$ cat src/rtl/lsu_pkg.sv
// lsu_pkg: shared func3 codes, FSM states and request decode helpers for the load/store unit.
package lsu_pkg;

   localparam logic [2:0] F3_B  = 3'b000;
   localparam logic [2:0] F3_H  = 3'b001;
   localparam logic [2:0] F3_W  = 3'b010;
   localparam logic [2:0] F3_BU = 3'b100;
   localparam logic [2:0] F3_HU = 3'b101;

   typedef enum logic [2:0] {S_IDLE, S_B0, S_B1, S_WT, S_RESP} state_t;

   function automatic logic [2:0] size_of(input logic [1:0] f);
      return f == 2'b00 ? 3'd1 : f == 2'b01 ? 3'd2 : 3'd4;
   endfunction

   function automatic logic is_illegal(input logic ld, input logic st, input logic [2:0] f);
      return (ld == st)
         | (ld & !(f inside {F3_B, F3_H, F3_W, F3_BU, F3_HU}))
         | (st & !(f inside {F3_B, F3_H, F3_W}));
   endfunction

endpackage

$ cat src/rtl/lsu_lane_align.sv
// lsu_lane_align: load byte extraction/extension and store lane shift/mask generation.
module lsu_lane_align (
   input  logic [1:0]  i_off,
   input  logic [2:0]  i_size,
   input  logic        i_sext,
   input  logic [31:0] i_lo,
   input  logic [31:0] i_hi,
   input  logic [31:0] i_wdata,
   output logic [31:0] o_ldata,
   output logic [63:0] o_wdata,
   output logic [7:0]  o_mask
);

   logic [31:0] w_sh;
   logic        w_sb;

   assign w_sh    = 32'({i_hi, i_lo} >> {i_off, 3'b000});
   assign w_sb    = i_sext & (i_size == 3'd1 ? w_sh[7] : w_sh[15]);
   assign o_ldata = i_size == 3'd1 ? {{24{w_sb}}, w_sh[7:0]}
                  : i_size == 3'd2 ? {{16{w_sb}}, w_sh[15:0]} : w_sh;
   assign o_wdata = {32'b0, i_wdata} << {i_off, 3'b000};
   assign o_mask  = ((8'd1 << i_size) - 8'd1) << i_off;

endmodule

$ cat src/rtl/lsu_mem_master.sv
// lsu_mem_master: splits pipeline loads/stores into word-aligned memory beats.
// Define LSU_MISALIGN_TRAP_EN to report word-crossing accesses as errors instead of splitting.
module lsu_mem_master
   import lsu_pkg::*;
#(
   parameter int ADDR_W = 8
) (
   input  logic              clk,
   input  logic              rst,
   input  logic              req_valid,
   output logic              req_ready,
   input  logic              req_load,
   input  logic              req_store,
   input  logic [2:0]        req_func3,
   input  logic [ADDR_W-1:0] req_addr,
   input  logic [31:0]       req_wdata,
   output logic              resp_valid,
   output logic [31:0]       resp_rdata,
   output logic              resp_err,
   output logic              mem_read,
   output logic              mem_write,
   output logic [ADDR_W-1:0] mem_addr,
   output logic [3:0]        mem_be,
   output logic [31:0]       mem_wdata,
   input  logic [31:0]       mem_rdata
);

   state_t            r_state, w_next;
   logic              r_load, r_sext, r_split, r_err;
   logic [1:0]        r_off;
   logic [2:0]        r_size;
   logic [ADDR_W-1:0] r_word;
   logic [31:0]       r_wdata, r_lo, r_hi;
   logic              r_resp_valid, r_resp_err;
   logic [31:0]       r_resp_rdata;
   logic              w_acc, w_split, w_err, w_beat, w_hi_beat;
   logic [2:0]        w_size;
   logic [31:0]       w_ldata;
   logic [63:0]       w_wd;
   logic [7:0]        w_mask;

   assign req_ready = r_state == S_IDLE;
   assign w_acc     = req_valid & req_ready;
   assign w_size    = size_of(req_func3[1:0]);
   assign w_split   = ({2'b0, req_addr[1:0]} + {1'b0, w_size}) > 4'd4;
`ifdef LSU_MISALIGN_TRAP_EN
   assign w_err     = is_illegal(req_load, req_store, req_func3) | w_split;
`else
   assign w_err     = is_illegal(req_load, req_store, req_func3);
`endif

   always_comb begin
      w_next = r_state;
      case (r_state)
         S_IDLE:  w_next = w_acc ? (w_err ? S_RESP : S_B0) : S_IDLE;
         S_B0:    w_next = r_split ? S_B1 : (r_load ? S_WT : S_RESP);
         S_B1:    w_next = r_load ? S_WT : S_RESP;
         S_WT:    w_next = S_RESP;
         S_RESP:  w_next = S_IDLE;
         default: w_next = S_IDLE;
      endcase
   end

   always_ff @(posedge clk) begin
      if (rst) r_state <= S_IDLE;
      else     r_state <= w_next;
   end

   // beat0 data arrives while in B1 for split loads, otherwise while in WT
   always_ff @(posedge clk) begin
      if (rst) begin
         r_load       <= 1'b0;
         r_sext       <= 1'b0;
         r_split      <= 1'b0;
         r_err        <= 1'b0;
         r_off        <= 2'b0;
         r_size       <= 3'b0;
         r_word       <= '0;
         r_wdata      <= '0;
         r_lo         <= '0;
         r_hi         <= '0;
         r_resp_valid <= 1'b0;
         r_resp_err   <= 1'b0;
         r_resp_rdata <= '0;
      end else begin
         if (w_acc) begin
            r_load  <= req_load;
            r_sext  <= ~req_func3[2];
            r_split <= w_split;
            r_err   <= w_err;
            r_off   <= req_addr[1:0];
            r_size  <= w_size;
            r_word  <= {req_addr[ADDR_W-1:2], 2'b00};
            r_wdata <= req_wdata;
         end
         if (r_state == S_B1 && r_load) r_lo <= mem_rdata;
         if (r_state == S_WT && r_split) r_hi <= mem_rdata;
         if (r_state == S_WT && !r_split) r_lo <= mem_rdata;
         r_resp_valid <= r_state == S_RESP;
         r_resp_err   <= r_state == S_RESP && r_err;
         r_resp_rdata <= (r_state == S_RESP && !r_err && r_load) ? w_ldata : 32'b0;
      end
   end

   lsu_lane_align u_align (
      .i_off   (r_off),
      .i_size  (r_size),
      .i_sext  (r_sext),
      .i_lo    (r_lo),
      .i_hi    (r_hi),
      .i_wdata (r_wdata),
      .o_ldata (w_ldata),
      .o_wdata (w_wd),
      .o_mask  (w_mask)
   );

   assign w_beat     = r_state == S_B0 || r_state == S_B1;
   assign w_hi_beat  = r_state == S_B1;
   assign mem_read   = w_beat & r_load;
   assign mem_write  = w_beat & ~r_load;
   assign mem_addr   = w_beat ? (w_hi_beat ? r_word + ADDR_W'(4) : r_word) : '0;
   assign mem_be     = mem_write ? (w_hi_beat ? w_mask[7:4] : w_mask[3:0]) : 4'b0;
   assign mem_wdata  = mem_write ? (w_hi_beat ? w_wd[63:32] : w_wd[31:0]) : 32'b0;
   assign resp_valid = r_resp_valid;
   assign resp_err   = r_resp_err;
   assign resp_rdata = r_resp_rdata;

endmodule

$ cat config.mk
export PLATFORM = sky130hd
export DESIGN_NAME = lsu_mem_master
export DESIGN_NICKNAME = d
export VERILOG_FILES = /design/src/rtl/lsu_pkg.sv /design/src/rtl/lsu_lane_align.sv /design/src/rtl/lsu_mem_master.sv
export SDC_FILE = /design/constraint.sdc
export NUM_CORES = 1
export LEC_CHECK = 0
export BUFFER_PORTS_ARGS = -buffer_cell sky130_fd_sc_hd__buf_2
export CORE_ASPECT_RATIO = 0.9
export CORE_UTILIZATION = 50
export CTS_CLUSTER_DIAMETER = 40
export DETAILED_ROUTE_END_ITERATION = 10
export PLACE_DENSITY = 0.75
export SETUP_SLACK_MARGIN = 0.1
export SLEW_MARGIN = 40
export SYNTH_ARGS = -nofsm -noshare
export SYNTH_HDL_FRONTEND = slang
export SYNTH_HIERARCHICAL = 1
export SYNTH_SLANG_ARGS = --single-unit
$ cat constraint.sdc
create_clock -name clk -period 3.09 [get_ports clk]
set_clock_uncertainty 0.15 [all_clocks]
set_input_delay 0.309 -clock clk [delete_from_list [all_inputs] [get_ports clk]]
set_output_delay 0.309 -clock clk [all_outputs]
set_load 0.02 [all_outputs]
## Word-level counts from Yosys, hierarchy flattened

Cells that the tools add are included.

| operators by class | value |
|---|---|
| reductions and logical operators | 18 |
| equality and inequality tests | 12 |
| multiplexer cells | 18 |
| shift operators | 4 |
| multipliers | 0 |
| div/mod/pow operators | 0 |
| bitwise operators | 11 |
| $add $sub $neg | 3 |
| $lt $le $gt $ge | 1 |

Operator list:

| kind | number |
|---|---|
| two-way mux 32 bit | 6 |
| << shifter 32 x 5 -> 64 bit | 1 |
| >> shifter 64 x 5 -> 32 bit | 1 |
| two-way mux 3 bit | 6 |
| two-way mux 8 bit | 2 |
| == test 3 x 2 -> 1 bit (second input constant) | 4 |
| one-hot mux 3 bit (4 select lines) | 1 |
| == test 3 x 1 -> 1 bit (second input constant) | 3 |
| == test 3 bit (second input constant) | 3 |
| adder 8 x 3 -> 8 bit (second input constant) | 1 |
| two-way mux 4 bit | 2 |
| << shifter 1 x 3 -> 8 bit (first input constant) | 1 |
| << shifter 8 x 2 -> 8 bit | 1 |
| subtractor 8 x 1 -> 8 bit (second input constant) | 1 |
| AND 1 bit | 6 |
| logical AND 1 bit | 6 |
| logical NOT 3 bit | 2 |
| nonzero test 5 bit | 1 |
| adder 2 x 3 -> 4 bit | 1 |
| > comparator 4 x 3 -> 1 bit (second input constant) | 1 |
| logical NOT 1 bit | 4 |
| NOT 1 bit | 3 |
| nonzero test 3 bit | 1 |
| == test 2 x 1 -> 1 bit (second input constant) | 1 |
| other kinds (7) | 8 |

| storage, ports and cells | value |
|---|---|
| bits in writable memories | 0 |
| latch bits | 0 |
| memories | 0 |
| word-level logic and storage cells | 81 |
| register bits after elaboration | 148 |
| ROM bits | 0 |
| output and inout port bits | 81 |
| input port bits | 80 |

## Depth between registers and ports, before layout

| logic depth | value |
|---|---|
| word-level depth | 9 |
| mapped depth | 11 |
| depth with buffers taken out | 9 |

## Hierarchy

Netlist, hierarchy kept.

Modules (own cells, without submodules):

| module | area each (um^2) | times used | cells an instance | sequential area each (um^2) |
|---|---|---|---|---|
| lsu_mem_master | 5790.6 | 1 | 749 | 2962.8 |
| lsu_lane_align | 2124.5 | 1 | 296 | 0.0 |

## Worst setup path after synthesis

Ideal clock, no wire load.

| path | value |
|---|---|
| path kind | flip-flop to output port |
| start | register r_size[2] |
| end | output mem_be[3] |
| required time | 2.631 ns |
| path buffers | 2 |
| setup slack | 0.373 ns |
| data arrival time | 2.258 ns |
| cell stages (with the launch flop) | 11 |
| cells stage by stage | dfxtp_1 > clkbuf_1 > nor3_1 > inv_1 > ha_1 > clkbuf_1 > xnor2_1 > a211oi_1 > a21o_1 > nand2_1 > a21oi_1 |

| between the ends | value |
|---|---|
| longest elaborated chain between the ends | 5 |

Ends and longest elaborated chain:

| element | RTL line | source |
|---|---|---|
| start, declared | lsu_mem_master.sv:31 | `logic [2:0] r_size;` |
| start signal, assigned | lsu_mem_master.sv:92 | `r_size <= w_size;` |
| << shifter 1 x 3 -> 8 bit | lsu_lane_align.sv:22 | `assign o_mask = ((8'd1 << i_size) - 8'd1) << i_off;` |
| subtractor 8 x 1 -> 8 bit | lsu_lane_align.sv:22 |  |
| << shifter 8 x 2 -> 8 bit | lsu_lane_align.sv:22 |  |
| named net w_mask[3] | lsu_mem_master.sv:40 | `logic [7:0] w_mask;` |
| two-way mux 4 bit (2 in series) | lsu_mem_master.sv:122 | `assign mem_be = mem_write ? (w_hi_beat ? w_mask[7:4] : w_mask[3:0]) : 4'b0;` |
| end, declared | lsu_mem_master.sv:23 | `output logic [3:0] mem_be,` |

The timed path passes the listed nets, and every way through them passes these cells.

## Worst setup path in the final report

| path | value |
|---|---|
| start | register r_size[1] |
| end | output mem_be[2] |

The elaborated chain is that of the path after synthesis.

==> parameters.txt <==
Parameter                              Value

CTS
  Clk buf depth    2
  Number of levels in the clock H-tree    4
  Clock slew at reported path FFs    around 0.060 ns
  Clk sinks    140
  Setup Buffers After CTS    0
  Clock insertion delay at the later pin of the skew report    0.41 ns
  Total clock buffers created by CTS    17
  CTS tree    built
  Root cell of the clock tree    sky130_fd_sc_hd__clkbuf_16

Critical path
  CP endpoint kind    output port
  Kind of start point of the critical path    flip-flop
  Worst setup path class    flip-flop to output port
  Beginning of the worst register-to-register path    r_off[0]$_SDFFE_PP0P_
  Required time of the worst setup path    2.63 ns
  Launch point of the critical path    r_size[1]$_SDFFE_PP0P_
  CP Data Arrival Time    ~2.4 ns
  Crit-path max FO    16

Min path
  Worst min path class    primary input to flip-flop
  Hold wc startpoint    mem_rdata[8]

STA
  Accumulated negative setup slack    0 ns
  Final worst path period share    around 93%
  Setup repair after global routing missed its margin    yes
  Max Clock Freq    approximately 0.35 GHz
  Headroom to the max-slew limit    a little over half
  Final hold viol count    0
  Final critical delay including setup and external delays    2.868 ns
  Tightest Pin Transition    just over 0.7 ns
  Worst slack on hold paths    between 0.01 and 0.015 ns
  Number of setup violations in the final report    0
  Final-report max-slew violation count    0

Floorplan
  I/O pin count    around 160
  Number of rows in the core area    42
  CORE AREA    ~15000 sq um
  Die area    15810 sq um
  Horizontal die dimension    between 100 and 150 um
  Starting density of the core    51.65%
  Overall die height    119.4 um

Logic synthesis
  Summed instance area of the synthesized netlist    7655 sq um
  Cells after Synth    around 1000
  Mapped Avg Cell Area    7.557 sq um
  Synthesis warning total    6

Outcome
  Run status    finished clean

Placement
  Port bufs    approximately 160
  Detailed placer's ending HPWL    ~14000 um
  Routability-driven placement congestion ratio    0.9606

Final layout
  Layout-stage area growth over the synthesis result    26.09%
  ANT cells    0
  Most frequent cells in the layout    sky130_fd_sc_hd__nand2_1 (319), sky130_fd_sc_hd__buf_2 (155), sky130_fd_sc_hd__a21oi_1 (149)
  Final #Nets    1272
  Multi-input logic area    between 4000 and 5000 sq um
  Most common cell after layout, fill and taps aside    sky130_fd_sc_hd__nand2_1
  Fraction of layout instances using a drive strength above 1    approximately 22%
  Sequential Area    2809 sq um
  Fill cells    between 1000 and 1500

Routing
  Number of iterations in the first detailed-routing pass    5
  Per-cell via count in the routed design    between 5 and 6
  Routed len/inst    between 15 and 20 um
  Detailed Route WL    22000 um
  DRC viols    0
  Remaining antenna violation count after routing    0
  Initial DRC count    approximately 900
  Count of vias placed by the detailed router    7610

Flow run
  Number of max-cap violations    0

Pwr
  Power per cell area    between 400 and 500 nW/um^2
  P_leak    ~4 nW
  Maximum ir drop on the vdd rail    around 0.00050 V

GRT
  Global route total overflow    0
  Pin count of the biggest net entering global routing    70
  Total track usage    between 20% and 30%
  Number of global-route vias before repair    about 6900
  Initial antenna violation count    0
  First-pass GRT wire length    35340 um
==> routing by layer <==
| layer | share of wire (%) | vias up | wire length (um) | GRT usage (%) |
|---|---|---|---|---|
| li1 | - | 3716 | - | - |
| met1 | 45 | 3484 | 9844 | 39.99 |
| met2 | 43 | 350 | 9473 | 41.25 |
| met3 | 9.4 | 60 | 2068 | 6.513 |
| met4 | 2.8 | 0 | 612 | 12.00 |
| met5 | 0 | - | 0 | 0 |
==> worst max-delay path: stages (launching register included) <==
cell                      delay, ns
sky130_fd_sc_hd__dfxtp_1       0.32
sky130_fd_sc_hd__buf_4         0.20
sky130_fd_sc_hd__nor3b_4       0.19
sky130_fd_sc_hd__inv_1         0.10
sky130_fd_sc_hd__ha_4          0.22
sky130_fd_sc_hd__xnor2_1       0.26
sky130_fd_sc_hd__nand2_1       0.10
sky130_fd_sc_hd__a32o_1        0.27
sky130_fd_sc_hd__nand2_1       0.07
sky130_fd_sc_hd__a21oi_1       0.07
sky130_fd_sc_hd__buf_2         0.18
==> sequential cells by signal, indices dropped and copies added, names as in the netlist, 2 cells and up <==
register,flops
r_size,3
r_lo,32
r_hi,24
r_wdata,32
r_word,6
r_off,2
resp_rdata,32
r_state,3
==> final timing paths <==
path,cells after the start,slack [ns],to
min reg2reg,2,0.31,r_lo[7]$_SDFFE_PP0P_
min,3,0.01,r_lo[8]$_SDFFE_PP0P_
max,10,0.22,mem_be[2]
max reg2reg,6,0.74,resp_rdata[24]$_SDFF_PP0_
==> per-stage QoR <==
step	total power, W	instances	util (%)	setup WS, ns	cell area [sq um]
after global routing	0.004815	1398	65.13	0.07708	9652
after CTS	0.004641	1398	64.92	0.1086	9620
final	0.004645	1398	65.13	0.2221	9652
after global placement	0.002473	1307	56.67	0.4957	8398
after detailed placement	0.002479	1307	56.68	0.4531	8399
after floorplan	0.002332	1021	-	0.3730	7685
==> final cells by class <==
cell class	count	share of cell area, %
inverters	8	0.3111
clock inverters	10	1.426
clock buffers	21	4.978
repair buffers	242	16.36
multi-input cells	779	45.26
flip-flops and latches	140	29.10
well taps	198	2.567
==> power by group <==
part	switching (W)	total [W]	internal [W]
sequential	0.0000720	0.00193	0.00185
clock	0.000765	0.00211	0.00135
combinational	0.000345	0.000604	0.000259
total	0.00118	0.00465	0.00346
==> repair_timing <==
item,4_1_cts,5_1_grt
resized for setup,1,8
hold endpoints to repair,76,0
hold buffers,60,0
endpoints found under the setup margin,3,37
No activity file was read; power rests on OpenSTA's default activity.
